===== src/rtl/stage_fetch.sv =====
// Instruction-fetch stage: owns the fetch PC, keeps one request outstanding, and feeds decode through a slot plus a one-entry skid.
// Optional perf counters are built only when FETCH_PERF_CNT_EN is defined; otherwise fetch_cnt/bubble_cnt are tied to 0.
module stage_fetch #(
  parameter int unsigned     XLEN      = 32,
  parameter logic [XLEN-1:0] RESET_PC  = XLEN'(32'h0000_2000),
  parameter logic [XLEN-1:0] NOP_INSTR = XLEN'(32'h0000_0013)
) (
  input  logic            clk,
  input  logic            rst,
  input  logic            stallD,
  input  logic            flushF,
  input  logic [XLEN-1:0] flush_pc,
  input  logic [1:0]      pc_selD,
  input  logic [XLEN-1:0] branch_result,
  input  logic [XLEN-1:0] jump_result,
  output logic            imem_req_valid,
  input  logic            imem_req_ready,
  output logic [XLEN-1:0] imem_addr,
  input  logic            imem_resp_valid,
  input  logic [XLEN-1:0] imem_resp_data,
  output logic [XLEN-1:0] instrD,
  output logic [XLEN-1:0] pcD,
  output logic [XLEN-1:0] pc_plus4D,
  output logic            validD,
  output logic [31:0]     fetch_cnt,
  output logic [31:0]     bubble_cnt
);

  typedef enum logic {
    ST_ISSUE = 1'b0,
    ST_WAIT  = 1'b1
  } state_t;

  state_t          state_q,      state_n;
  logic [XLEN-1:0] pc_f_q,       pc_f_n;
  logic [XLEN-1:0] req_pc_q,     req_pc_n;
  logic            drop_q,       drop_n;
  logic            skid_valid_q, skid_valid_n;
  logic [XLEN-1:0] skid_instr_q, skid_instr_n;
  logic [XLEN-1:0] skid_pc_q,    skid_pc_n;
  logic            valid_n;
  logic [XLEN-1:0] instr_n;
  logic [XLEN-1:0] pc_d_n;
  logic            req_valid_n;

  logic            redirect;
  logic            kill;
  logic [XLEN-1:0] raw_target;
  logic [XLEN-1:0] target;
  logic            accept;
  logic            resp;
  logic            resp_use;
  logic            slot_take;

  // Redirect/flush decode and handshake qualifiers
  always_comb begin
    redirect   = validD && !stallD && (pc_selD != 2'b00);
    kill       = flushF || redirect;
    if (flushF)
      raw_target = flush_pc;
    else if (pc_selD == 2'b10)
      raw_target = branch_result;
    else
      raw_target = jump_result;
    target     = raw_target & ~XLEN'(3);
    accept     = (state_q == ST_ISSUE) && imem_req_valid && imem_req_ready;
    resp       = (state_q == ST_WAIT) && imem_resp_valid;
    resp_use   = resp && !drop_q && !kill;
    slot_take  = !validD || !stallD;
  end

  // Next-state: fetch FSM, decode slot, skid buffer and request port
  always_comb begin
    state_n      = state_q;
    pc_f_n       = pc_f_q;
    req_pc_n     = req_pc_q;
    drop_n       = drop_q;
    skid_valid_n = skid_valid_q;
    skid_instr_n = skid_instr_q;
    skid_pc_n    = skid_pc_q;
    valid_n      = validD;
    instr_n      = instrD;
    pc_d_n       = pcD;

    unique case (state_q)
      ST_ISSUE: begin
        if (accept) begin
          pc_f_n   = pc_f_q + XLEN'(4);
          req_pc_n = pc_f_q;
          state_n  = ST_WAIT;
        end
      end
      ST_WAIT: begin
        if (imem_resp_valid) begin
          state_n = ST_ISSUE;
          drop_n  = 1'b0;
        end
      end
      default: state_n = ST_ISSUE;
    endcase

    // Skid drains first so decode always sees program order
    if (slot_take) begin
      if (skid_valid_q) begin
        valid_n      = 1'b1;
        instr_n      = skid_instr_q;
        pc_d_n       = skid_pc_q;
        skid_valid_n = resp_use;
        if (resp_use) begin
          skid_instr_n = imem_resp_data;
          skid_pc_n    = req_pc_q;
        end
      end else if (resp_use) begin
        valid_n = 1'b1;
        instr_n = imem_resp_data;
        pc_d_n  = req_pc_q;
      end else begin
        valid_n = 1'b0;
        instr_n = NOP_INSTR;
      end
    end else if (resp_use) begin
      skid_valid_n = 1'b1;
      skid_instr_n = imem_resp_data;
      skid_pc_n    = req_pc_q;
    end

    // A request accepted this cycle is still owed a response: wait for it and discard it
    if (kill) begin
      pc_f_n       = target;
      valid_n      = 1'b0;
      instr_n      = NOP_INSTR;
      skid_valid_n = 1'b0;
      if (accept || ((state_q == ST_WAIT) && !imem_resp_valid)) begin
        state_n = ST_WAIT;
        drop_n  = 1'b1;
      end else begin
        state_n = ST_ISSUE;
        drop_n  = 1'b0;
      end
    end

    req_valid_n = (state_n == ST_ISSUE) && !skid_valid_n;
  end

  // State and registered outputs
  always_ff @(posedge clk or posedge rst) begin
    if (rst) begin
      state_q        <= ST_ISSUE;
      pc_f_q         <= RESET_PC;
      req_pc_q       <= '0;
      drop_q         <= 1'b0;
      skid_valid_q   <= 1'b0;
      skid_instr_q   <= NOP_INSTR;
      skid_pc_q      <= '0;
      validD         <= 1'b0;
      instrD         <= NOP_INSTR;
      pcD            <= '0;
      pc_plus4D      <= XLEN'(4);
      imem_req_valid <= 1'b0;
      imem_addr      <= RESET_PC;
    end else begin
      state_q        <= state_n;
      pc_f_q         <= pc_f_n;
      req_pc_q       <= req_pc_n;
      drop_q         <= drop_n;
      skid_valid_q   <= skid_valid_n;
      skid_instr_q   <= skid_instr_n;
      skid_pc_q      <= skid_pc_n;
      validD         <= valid_n;
      instrD         <= instr_n;
      pcD            <= pc_d_n;
      pc_plus4D      <= pc_d_n + XLEN'(4);
      imem_req_valid <= req_valid_n;
      imem_addr      <= pc_f_n;
    end
  end

`ifdef FETCH_PERF_CNT_EN
  logic [31:0] fetch_cnt_q;
  logic [31:0] bubble_cnt_q;

  // Loaded-word and empty-slot counters, free-running and wrapping
  always_ff @(posedge clk or posedge rst) begin
    if (rst) begin
      fetch_cnt_q  <= '0;
      bubble_cnt_q <= '0;
    end else begin
      if (resp_use)
        fetch_cnt_q <= fetch_cnt_q + 32'(1);
      if (!validD)
        bubble_cnt_q <= bubble_cnt_q + 32'(1);
    end
  end

  assign fetch_cnt  = fetch_cnt_q;
  assign bubble_cnt = bubble_cnt_q;
`else
  assign fetch_cnt  = '0;
  assign bubble_cnt = '0;
`endif

endmodule


===== config.mk =====
export PLATFORM = sky130hd
export DESIGN_NAME = stage_fetch
export DESIGN_NICKNAME = d
export VERILOG_FILES = /design/src/rtl/stage_fetch.sv
export SDC_FILE = /design/constraint.sdc
export NUM_CORES = 1
export LEC_CHECK = 0
export CAP_MARGIN = 20
export CORE_ASPECT_RATIO = 1.1
export CORE_MARGIN = 4
export CORE_UTILIZATION = 48
export CTS_BUF_LIST = sky130_fd_sc_hd__clkbuf_8 sky130_fd_sc_hd__clkbuf_16
export DETAILED_ROUTE_END_ITERATION = 8
export PLACE_DENSITY = 0.82
export SLEW_MARGIN = 20
export SYNTH_ARGS = -nofsm -noshare
export SYNTH_HDL_FRONTEND = slang
export SYNTH_SLANG_ARGS = --single-unit

===== constraint.sdc =====
create_clock -name clk -period 11.2 [get_ports clk]
set_input_delay 3.36 -clock clk [delete_from_list [all_inputs] [get_ports clk]]
set_output_delay 3.36 -clock clk [all_outputs]
set_load 0.02 [all_outputs]

After elaboration in Yosys (flattened, before gate mapping) --
Index checks and enable logic that the tools add are counted. W data, S select, Z words.
Word-level totals: output and inout bits 194, word-level logic and storage cells 79, register bits 229, input port bits 136
Cells by class: reductions and logical operators 26, add/subtract/negate cells 2, eq/ne operators 3, bitwise logic cells 2, multiplexer cells 34
Operators with widths (count):
- $mux W32 | 18
- $add A32 B3 Y32 const B | 2
- $mux W1 | 15
- $reduce_bool A2 Y1 | 5
- $logic_and A1 B1 Y1 | 9
- $logic_not A1 Y1 | 6
- $reduce_and A2 Y1 | 3
- $logic_or A1 B1 Y1 | 3
- $eq A2 B2 Y1 const B | 1
- $ne A2 B1 Y1 const B | 1
- $ne A2 B2 Y1 const B | 1
- $not A1 Y1 | 2
- $pmux W1 S2 | 1

Longest topological paths before layout --
Gate-level depths: netlist of run 1.
depth in word-level cells 11, gate-level depth with buffers 17

Worst setup path before layout of run 1 --
No wires, ideal clock.
kind input-to-reg, from input port flushF, to register pc_plus4D[14], path slack 5165 ps, arrival time 5956 ps, stages 17, setup time 79 ps, data required time 11121 ps, cells stage by stage buf_2 > inv_2 > buf_2 > a21o_1 > nand2_2 > buf_2 > clkbuf_1 > nand2_1 > o21ai_0 > ha_1 > nand4_1 > nand2_1 > nand3b_1 > mux2i_1 > nand2_1 > a211oi_1 > xor2_1
On the way: cells in the longest elaborated chain, start to end 7
RTL lines:
- start, declared | RTL line 11 | input logic flushF,
- $logic_or A1 B1 Y1 | RTL line 58 | kill = flushF || redirect;
- $logic_not A1 Y1 | RTL line 68 | resp_use = resp && !drop_q && !kill;
- $logic_and A1 B1 Y1 | RTL line 68
- $mux W32 | RTL line 113 | end else if (resp_use) begin
- $mux W32 | RTL line 104 | if (skid_valid_q) begin
- $mux W32 | RTL line 103 | if (slot_take) begin
- via pc_d_n[3] | RTL line 43 | logic [XLEN-1:0] pc_d_n;
- $add A32 B3 Y32 | RTL line 172 | pc_plus4D <= pc_d_n + XLEN'(4);
- end signal, assigned | RTL line 172
- end, declared | RTL line 23 | output logic [XLEN-1:0] pc_plus4D,
The timed path passes the listed nets, and every way through them passes these cells. A chain may end at the register's enable or synchronous reset.

Worst setup path after layout of run 1 --
from input port flushF, to register pc_plus4D[22]
The elaborated chain is that of the path after synthesis.

==> results of run 1 <==
[final cells by class]
class / count / area [µm²] / share of cell area (%)
clock buffer: 25 / 603.1 / 4.261
clock inverter: 16 / 163.9 / 1.158
inverter: 15 / 68.82 / 0.4863
multi-input combinational: 752 / 4776 / 33.75
timing repair buffer: 268 / 2655 / 18.76
tap: 295 / 369.1 / 2.608
sequential: 220 / 5517 / 38.98
[flip-flops by register name, indices dropped and copies added, names as in the netlist, 30 cells and up]
register and cells:
pc_f_q 30, skid_instr_q 32, pcD 30, pc_plus4D 31, instrD 32, skid_pc_q 30, req_pc_q 30
[metal layers]
layer / up-vias / part of all wire, %
met3: 49 / 8.5
met1: 4090 / 41
li1: 3992 / -
met2: 324 / 49
met4: 2 / 2.4
met5: - / 0.024
[logic make-up after synthesis]
group | after synthesis | synth area share (%)
mux | 117 | 11.56
other cells | 1 | 0.03467
buf+inv | 141 | 7.449
simple gates | 315 | 13.48
flops | 220 | 50.99
xor+xnor | 54 | 4.372
fa+ha+maj | 2 | 0.2313
compound gates | 198 | 11.89
[critical path: stages]
cell,delay [ns]
clkdlybuf4s50_1,0.80
inv_2,0.84
a21oi_1,0.13
buf_4,0.24
nor2_1,0.62
nor2_1,0.08
a21o_1,0.20
inv_1,0.07
ha_1,0.23
nand4_1,0.12
nand2_1,0.19
nand3b_1,0.12
mux2i_1,0.41
nand3_2,0.26
nor3_1,0.24
xnor2_1,0.18
[power by group through the flow]
stage / combinational [W] / sequential (W) / clock (W)
6_report: 0.000823 / 0.00111 / 0.000768
3_3_place_gp: 0.000810 / 0.00112 / 0
5_1_grt: 0.000894 / 0.00114 / 0.000822
3_5_place_dp: 0.000825 / 0.00113 / 0
4_1_cts: 0.000830 / 0.00111 / 0.000786
2_1_floorplan: 0.000343 / 0.00122 / 0
[per-stage QoR]
step / setup WS (ns) / total power (W) / hold WS (ns) / area (µm²) / utilization (%)
5_1_grt: 3.064 / 0.002855 / 0.5089 / 14150 / 64.01
3_5_place_dp: 3.016 / 0.001952 / 0.4704 / 13380 / 60.52
6_report: 3.472 / 0.002704 / 0.4820 / 14150 / 64.01
4_1_cts: 3.516 / 0.002730 / 0.4856 / 14150 / 63.99
3_3_place_gp: 3.155 / 0.001929 / 0.4606 / 13380 / 60.50
2_1_floorplan: 1.832 / 0.001562 / 0.4575 / 11060 / -
[cell usage in the layout (no fill, tap or decap), drive strengths merged, types with 8 or more instances in the layout]
master / Yosys / final
nor3: 9 / 9
mux2i: 54 / 54
xor2: 36 / 36
and2: 8 / 8
a22oi: 38 / 38
dfstp: 8 / 8
o21ai: 94 / 94
inv: 15 / 16
mux2: 63 / 63
nand3: 28 / 28
clkbuf: 34 / 25
clkinv: 0 / 9
xnor2: 18 / 18
and3: 8 / 8
nand2: 193 / 193
a21oi: 11 / 11
dfrtp: 212 / 212
clkdlybuf4s50: 0 / 257
nand4: 18 / 18
o211ai: 27 / 27
buf: 92 / 11
conb: 1 / 66
nor2: 30 / 30
[how the worst max path moves through the flow]
| stage | end | slack, ns | cells past startpoint |
|---|---|---|---|
| finish | pc_plus4D[22]$_DFF_PP0_ | 3.47 | 16 |
| detailed placement | pc_plus4D[22]$_DFF_PP0_ | 3.02 | 16 |
| global route | pc_plus4D[22]$_DFF_PP0_ | 3.06 | 16 |
| CTS | pc_plus4D[22]$_DFF_PP0_ | 3.52 | 16 |
| global placement | pc_plus4D[22]$_DFF_PP0_ | 3.15 | 16 |
| floorplan | drop_q$_DFFE_PP0P_ | 1.83 | 1 |
==> impl_metrics.yaml, run 1 <==
clock_tree:
  cts_sinks: 220
  cts_root_buffer: "clkbuf_16"
  tritoncts: "done"
  clock_latency_ns: 0.50
  cts_inserted_buffers: 23
  cts_setup_buffers: 0
  clkTransAtPathRegs_ns: 0.06
  cts.repair.resized: 0
  cts_hold_buf: 0
  htree_levels: 1
  cts_buffer_depth: 3
critical_path:
  critPathLaunch: "flushF"
  r2r-end: "pc_plus4D[22]$_DFF_PP0_"
  critPathKind: "input pin to register"
  rrSetupSlack_ns: 6.94
  r2r_start: "skid_valid_q$_DFF_PP0_"
  arrival_ns: 8.13
  endpoint_kind: "register"
  critPathMaxFanout: 56
  cp-start-kind: "input pin"
  ff2ff_path_depth: 15
  required_ns: 11.60
yosys:
  synth_commonest_cells: "212 x dfrtp_1, 192 x nand2_1, 84 x o21ai_0, 70 x buf_4, 63 x mux2_2"
  synth_edf_count: 0
  ys_types: 61
  ys_ff_latch: 220
  synth_top_cell_area_share_pct: 49.05
  synthCells: 1048
  yosysTopAreaCell: "dfrtp_1"
  synth_most_common_cell: "dfrtp_1"
  avgSynthCellArea_um2: 10.32
  synth_area_leaders: "dfrtp_1 49%, nand2_1 6.7%, mux2_2 6.6%, mux2i_1 5.0%, buf_4 4.9%"
  synth_warnings: 0
  ys_async_sr_fraction_pct: 100.0
  ys.flop_type: "dfrtp_1"
  ys_seq_area_share_pct: 50.99
  netlist_area_um2: 10820
pwr:
  intPower_w: 0.001790
  power_frac_seq_pct: 41.2
  p_comb_share_pct: 30.4
  switching_share_pct: 33.81
  p_sw_w: 0.0009142
  leakagePower_nw: 6.187
  peakVddDrop_mv: 0.08686
  power_density_nw_per_um2: 191.1
  clkPwrFrac_pct: 28.4
timing:
  period_needed_ns: 7.728
  slew_headroom_pct: 37.06
  hold_violations: 0
  clock.fmax_ghz: 0.1294
  tns_ns: 0
  fin_crit_sh_pct: 69.00
  maxSlewViolCount: 0
  finClkSkew_ns: 0.01240
  final-setup-viol-count: 0
  worst_pin_slew_ns: 0.9441
  rsz0062_at_grt: "no"
global_routing:
  grt_pass1_vias: 8399
  grtUsageTotal_pct: 22.57
  grtUsageMet1_pct: 29.28
  use_met3_pct: 5.104
  grt_max_degree: 158
  gr-total-overflow: 0
  busiest_layer: "met2"
  antenna_found_initial: 2
  grt_pass1_wl_mm: 45.10
  grt_util_met2_pct: 38.15
final_layout:
  drive_above_1_share_pct: 11.34
  finalNetCount: 1418
  fill_cells: 1776
  layout.cells.non_filler: 1591
  antenna_cells: 0
  areaGrowthSynthToFinish_pct: 30.84
route:
  wl_per_cell_um: 18.05
  via_per_inst: 5.316
  wl_mm: 28.72
  ant_nets: 0
  drt_iter0_markers: 465
  drc: 0
  vias: 8457
  first_pass_iters: 4
worst_hold_path:
  hold_depth: 2
  min_from: "instrD[24]$_DFFE_PP0P_"
  hold_path_class: "register to register"
  worst_hold_path.endpoint: "instrD[24]$_DFFE_PP0P_"
job:
  maxCapViolations: 0
placement:
  dp_cells: 1550
  gp_congestion: 0.8726
  dp_hpwl_mm: 21.03
  io_buffers: 257
run_status:
  status: "finished, final reports clean"
die:
  ioPinCount: 330
  fp.dieW_um: 151.1
  rows: 57
  die_h_um: 165.4
  coreArea_um2: 22110
  die-area_um2: 25000
  start_util_pct: 48.92
No activity file was read; power rests on OpenSTA's default activity.
==> inputs of run 2 (changes only) <==
--- a/config.mk
+++ b/config.mk
@@ -8,10 +8,10 @@
 export CAP_MARGIN = 20
 export CORE_ASPECT_RATIO = 1.1
 export CORE_MARGIN = 4
-export CORE_UTILIZATION = 48
+export CORE_UTILIZATION = 43
 export CTS_BUF_LIST = sky130_fd_sc_hd__clkbuf_8 sky130_fd_sc_hd__clkbuf_16
 export DETAILED_ROUTE_END_ITERATION = 8
-export PLACE_DENSITY = 0.82
+export PLACE_DENSITY = 0.77
 export SLEW_MARGIN = 20
 export SYNTH_ARGS = -nofsm -noshare
 export SYNTH_HDL_FRONTEND = slang
==> constraint.sdc (replaced) <==
create_clock -name clk -period 6.44 [get_ports clk]
set_input_delay 1.932 -clock clk [delete_from_list [all_inputs] [get_ports clk]]
set_output_delay 1.932 -clock clk [all_outputs]
set_load 0.02 [all_outputs]
==> run 2 against run 1 <==
Die area grew 11%. Global-route usage shrank 2.3 points. Worst setup slack lost 2.3 ns. Utilization shrank 5.9 points. Sequential share of layout area shrank 0.40 points. Hold slack lost 0.0055 ns. Combinational power grew 75%. Clock skew is essentially flat. Wire length grew 1.9%. Critical path depth is the same. Design area grew 1.0%. Critical path type unchanged. Largest cell class unchanged.
==> impl_metrics.yaml, run 2 (same netlist as run 1, synthesis figures left out) <==
critical_path:
  critPathMaxStageDelay_ns: 0.48
  crit_top_cell: "nor2_1"
  r2r-end: "pc_plus4D[30]$_DFF_PP0_"
  r2r_start: "skid_valid_q$_DFF_PP0_"
  critPathKind: "input pin to register"
  arrival_ns: 5.72
  required_ns: 6.86
  cp_slowest_cell: "clkdlybuf4s50_1"
  cp-start-kind: "input pin"
  rrSetupSlack_ns: 2.34
  path_cells: "clkdlybuf4s50_1, o21ai_2, a21oi_1, buf_4, nor2_1, nor2_1, a21o_1, inv_1, ha_1, nand4_1, nand2_1, nand3b_1, mux2i_1, nand3_2, nor4_2, xor2_1"
  crit_buf_inv: 3
  crit_family: "simple AND/OR/NAND/NOR gates"
  critPathMaxFanout: 16
  ff2ff_path_depth: 12
  endpoint_kind: "register"
placement:
  dp_hpwl_mm: 21.68
  gp_congestion: 0.8877
  dp_slack_ns: 0.6631
  dpl_cell_area_um2: 13460
  io_buffers: 257
  dp_cells: 1572
clock_tree:
  cts_sinks: 220
  cts_setup_buffers: 0
  clock_latency_ns: 0.51
  cts_root_buffer: "clkbuf_16"
  cts.repair.resized: 0
  tritoncts: "done"
  htree_levels: 1
  clkTransAtPathRegs_ns: 0.06
  cts_buffer_depth: 3
  cts_inserted_buffers: 23
  cts_hold_buf: 0
worst_hold_path:
  worst_hold_path.endpoint: "instrD[31]$_DFFE_PP0P_"
  min_from: "instrD[31]$_DFFE_PP0P_"
  hold_path_class: "register to register"
  hold_depth: 2
route:
  vias: 8417
  wl_per_cell_um: 18.15
  first_pass_iters: 5
  via_per_inst: 5.218
  ant_nets: 0
  drc: 0
  wl_mm: 29.27
  drt_iter0_markers: 582
die:
  fp.dieW_um: 159.2
  rows: 60
  die_h_um: 174.3
  ioPinCount: 330
  coreArea_um2: 24620
  start_util_pct: 43.93
  die-area_um2: 27760
timing:
  maxSlewViolCount: 0
  worst_slack_ns: 1.141
  period_needed_ns: 5.299
  tns_ns: 0
  hold_ws_ns: 0.4765
  worst_pin_slew_ns: 0.9484
  slew_headroom_pct: 36.62
  finClkSkew_ns: 0.01238
  final-setup-viol-count: 0
  fin_crit_sh_pct: 82.29
  rsz0062_at_grt: "no"
  clock.fmax_ghz: 0.1887
  hold_violations: 0
final_layout:
  finalNetCount: 1425
  largest_registers: "instrD x32, skid_instr_q x32, pc_plus4D x31"
  layout_commonest_cell: "clkdlybuf4s50_1"
  antenna_cells: 0
  areaGrowthSynthToFinish_pct: 32.20
  layout_common_cells: "257 x clkdlybuf4s50_1, 211 x dfrtp_1, 192 x nand2_1"
  fill_cells: 2080
  final_cell_area_um2: 14300
  layout.cells.non_filler: 1613
  drive_above_1_share_pct: 11.82
global_routing:
  gr-total-overflow: 0
  grt_pass1_wl_mm: 46.22
  grt_pass1_vias: 8357
  grt_max_degree: 135
  grtUsageTotal_pct: 20.28
  antenna_found_initial: 2
pwr:
  power_density_nw_per_um2: 338.7
  peakVddDrop_mv: 0.1534
  leakagePower_nw: 6.264
run_status:
  status: "finished, final reports clean"
job:
  maxCapViolations: 0
[run 2: cell types whose count changed in the layout (fill, tap and decap cells not counted), moves of 2 or more]
cell	change
clkinv_2	-4
clkinvlp_4	-2
buf_4	+6
clkbuf_8	+4
bufinv_16	+2
[run 2: layout make-up]
cell class              instances  area, µm²  area share [%]
clock inverters                12      185.2           1.295
flip-flops and latches        220       5517           38.58
well taps                     310      387.9           2.712
inverters                      15      60.06          0.4200
clock buffers                  29      658.1           4.602
multi-input cells             752       4772           33.37
repair buffers                275       2720           19.02
[run 2: routing by layer]
layer / up-vias / wire length, µm / track usage [%]
met5: - / 0 / 0
met4: 0 / 553 / 4.991
met3: 37 / 2319 / 5.122
met2: 339 / 13990 / 34.35
met1: 4043 / 12400 / 26.22
li1: 3998 / - / -
[run 2: worst max-delay path by stage]
stage / start / depth (start not counted) / end
after CTS: pc_selD[0] / 16 / pc_plus4D[30]$_DFF_PP0_
after floorplan: rst / 1 / drop_q$_DFFE_PP0P_
after global placement: pc_selD[0] / 16 / pc_plus4D[22]$_DFF_PP0_
after global routing: pc_selD[0] / 16 / pc_plus4D[30]$_DFF_PP0_
after detailed placement: pc_selD[0] / 16 / pc_plus4D[30]$_DFF_PP0_
final: pc_selD[0] / 16 / pc_plus4D[30]$_DFF_PP0_
[run 2: report_power, final]
group | switching, W | total, W | internal (W)
logic | 0.000807 | 0.00144 | 0.000629
clock network | 0.000546 | 0.00146 | 0.000919
registers | 0.000251 | 0.00194 | 0.00169
[run 2: metrics by stage]
step           power, W  utilization, %
3_5_place_dp   0.003412           54.64
5_1_grt        0.005102           58.07
4_1_cts        0.004893           58.07
3_3_place_gp   0.003375           54.64
2_1_floorplan  0.002716               -
6_report       0.004843           58.07
[run 2: worst register-to-register path: stages (launching register included)]
cell and delay (ns):
dfrtp_2 0.92, buf_4 0.55, o21a_1 0.32, nand2_2 0.10, o21ai_0 0.28, ha_1 0.29, nand4_1 0.11, nand2_1 0.16
nand3b_1 0.12, mux2i_1 0.44, nand3_2 0.27, nor4_2 0.25, xor2_1 0.20
==> inputs of run 3 (changes only) <==
==> constraint.sdc (replaced) <==
create_clock -name clk -period 4.4 [get_ports clk]
set_input_delay 1.32 -clock clk [delete_from_list [all_inputs] [get_ports clk]]
set_output_delay 1.32 -clock clk [all_outputs]
set_load 0.02 [all_outputs]
==> run 3 against run 2 <==
Via count is 2.1% higher. Global-route usage is 0.45 points higher. Largest power group unchanged. Flip-flop and latch count stayed put. Design area is 0.64% higher. Register-to-register slack worse by 1.3 ns. Clock power is 38% higher. Utilization is 0.37 points higher. Combinational power is 48% higher. Sequential share of layout area is 0.24 points lower.
==> impl_metrics.yaml, run 3 (same netlist as run 1, synthesis figures left out) <==
clock_tree:
  cts_hold_buf: 0
  cts.repair.resized: 0
  clock_latency_ns: 0.51
  cts_root_buffer: "clkbuf_16"
  clkTransAtPathRegs_ns: 0.06
  htree_levels: 1
  cts_buffer_depth: 3
  cts_sinks: 220
  cts_setup_buffers: 0
  cts_inserted_buffers: 23
  tritoncts: "done"
route:
  drt_iter0_markers: 435
  drc: 0
  ant_nets: 0
  vias: 8597
  first_pass_iters: 5
  wl_per_cell_um: 18.21
  via_per_inst: 5.274
  wl_mm: 29.69
global_routing:
  grtUsageTotal_pct: 20.72
  grt_pass1_wl_mm: 47.18
  gr-total-overflow: 0
  grt_pass1_vias: 8593
  grt_max_degree: 66
  antenna_found_initial: 2
timing:
  worst_pin_slew_ns: 0.8881
  clock.fmax_ghz: 0.2584
  hold_violations: 0
  fin_crit_sh_pct: 87.96
  final-setup-viol-count: 0
  tns_ns: 0
  finClkSkew_ns: 0.01594
  period_needed_ns: 3.870
  hold_ws_ns: 0.4843
  maxSlewViolCount: 0
  slew_headroom_pct: 40.80
  rsz0062_at_grt: "no"
critical_path:
  r2r_start: "skid_valid_q$_DFF_PP0_"
  rrSetupSlack_ns: 1.07
  crit_buf_inv: 3
  path_cells: "clkdlybuf4s50_1, and3b_1, o21ai_1, nor2_1, nor2_1, a21o_1, inv_1, ha_1, nand4_1, nand2_1, nand3b_1, mux2i_1, buf_4, nand3_2, nor3_1, xor2_1"
  r2r-end: "pc_plus4D[28]$_DFF_PP0_"
  critPathMaxStageDelay_ns: 0.51
  critPathMaxFanout: 7
  crit_family: "simple AND/OR/NAND/NOR gates"
  cp-start-kind: "input pin"
  critPathLaunch: "imem_resp_valid"
  crit_top_cell: "nor2_1"
  ff2ff_path_depth: 14
  endpoint_kind: "register"
  required_ns: 4.83
  arrival_ns: 4.30
  critPathKind: "input pin to register"
  cp_slowest_cell: "clkdlybuf4s50_1"
placement:
  gp_congestion: 0.9028
  dpl_cell_area_um2: 13600
  io_buffers: 257
  dp_hpwl_mm: 22.44
worst_hold_path:
  hold_path_class: "register to register"
  worst_hold_path.endpoint: "instrD[13]$_DFFE_PP0P_"
  min_from: "instrD[13]$_DFFE_PP0P_"
  hold_depth: 2
final_layout:
  antenna_cells: 0
  final_cell_area_um2: 14390
  fin_util_pct: 58.45
  largest_registers: "instrD x32, skid_instr_q x32, pc_plus4D x31"
  finalNetCount: 1441
  fill_cells: 2102
  drive_above_1_share_pct: 12.65
  areaGrowthSynthToFinish_pct: 33.05
  layout_commonest_cell: "clkdlybuf4s50_1"
  layout_common_cells: "257 x clkdlybuf4s50_1, 211 x dfrtp_1, 192 x nand2_1"
die:
  fp.dieW_um: 159.2
  die_h_um: 174.3
  start_util_pct: 43.93
  ioPinCount: 330
  die-area_um2: 27760
  rows: 60
  coreArea_um2: 24620
pwr:
  leakagePower_nw: 6.332
  power_density_nw_per_um2: 487.1
  peakVddDrop_mv: 0.2118
run_status:
  status: "finished, final reports clean"
job:
  maxCapViolations: 0
[run 3: cell count changes in the layout (fill, tap and decap cells not counted), sizes merged]
cell | before | now
buf | 18 | 34
clkbuf | 29 | 25
bufinv | 5 | 4
clkinv | 4 | 5
clkinvlp | 1 | 2
inv | 17 | 21
[run 3: per-layer routing]
layer  vias to the layer above  GRT usage (%)  wire, µm
li1                       4041              -         -
met4                         2          5.967       696
met5                         -              0        13
met1                      4120          26.38     12260
met3                        44          5.122      2458
met2                       390          35.26     14260
[run 3: area by class of cell]
class                      count  area [µm²]  area share (%)
inverter                      15       60.06          0.4173
tap                          310       387.9           2.695
timing repair buffer         291        2865           19.91
sequential                   220        5517           38.33
clock buffer                  25       603.1           4.191
clock inverter                17       187.7           1.304
multi-input combinational    752        4771           33.15
[run 3: per-stage QoR]
step / instances / power [W] / setup slack (ns)
6_report: 1630 / 0.007009 / 0.5299
4_1_cts: 1630 / 0.007069 / 0.5442
2_1_floorplan: 1113 / 0.003975 / 0.2185
3_5_place_dp: 1588 / 0.005031 / 0.02102
5_1_grt: 1630 / 0.007369 / 0.2940
3_3_place_gp: 1588 / 0.004978 / 0.1353
[run 3: report_power, final]
| group | internal (W) | switching [W] | total [W] |
|---|---|---|---|
| sequential | 0.00248 | 0.000382 | 0.00286 |
| combinational | 0.000942 | 0.00119 | 0.00213 |
| clock | 0.00122 | 0.000799 | 0.00202 |
| total | 0.00464 | 0.00237 | 0.00701 |
[run 3: how the worst max path moves through the flow]
stage | end | slack [ns] | cells after the start
finish | pc_plus4D[28]$_DFF_PP0_ | 0.53 | 16
CTS | pc_plus4D[28]$_DFF_PP0_ | 0.54 | 16
global placement | pc_plus4D[28]$_DFF_PP0_ | 0.14 | 16
detailed placement | pc_plus4D[28]$_DFF_PP0_ | 0.02 | 16
floorplan | drop_q$_DFFE_PP0P_ | 0.22 | 1
global route | pc_plus4D[26]$_DFF_PP0_ | 0.29 | 16
[run 3: worst min-delay path, cell delays in order (launching register included)]
cell	delay, ns
dfrtp_1	0.34
nand2_1	0.05
o21ai_0	0.06
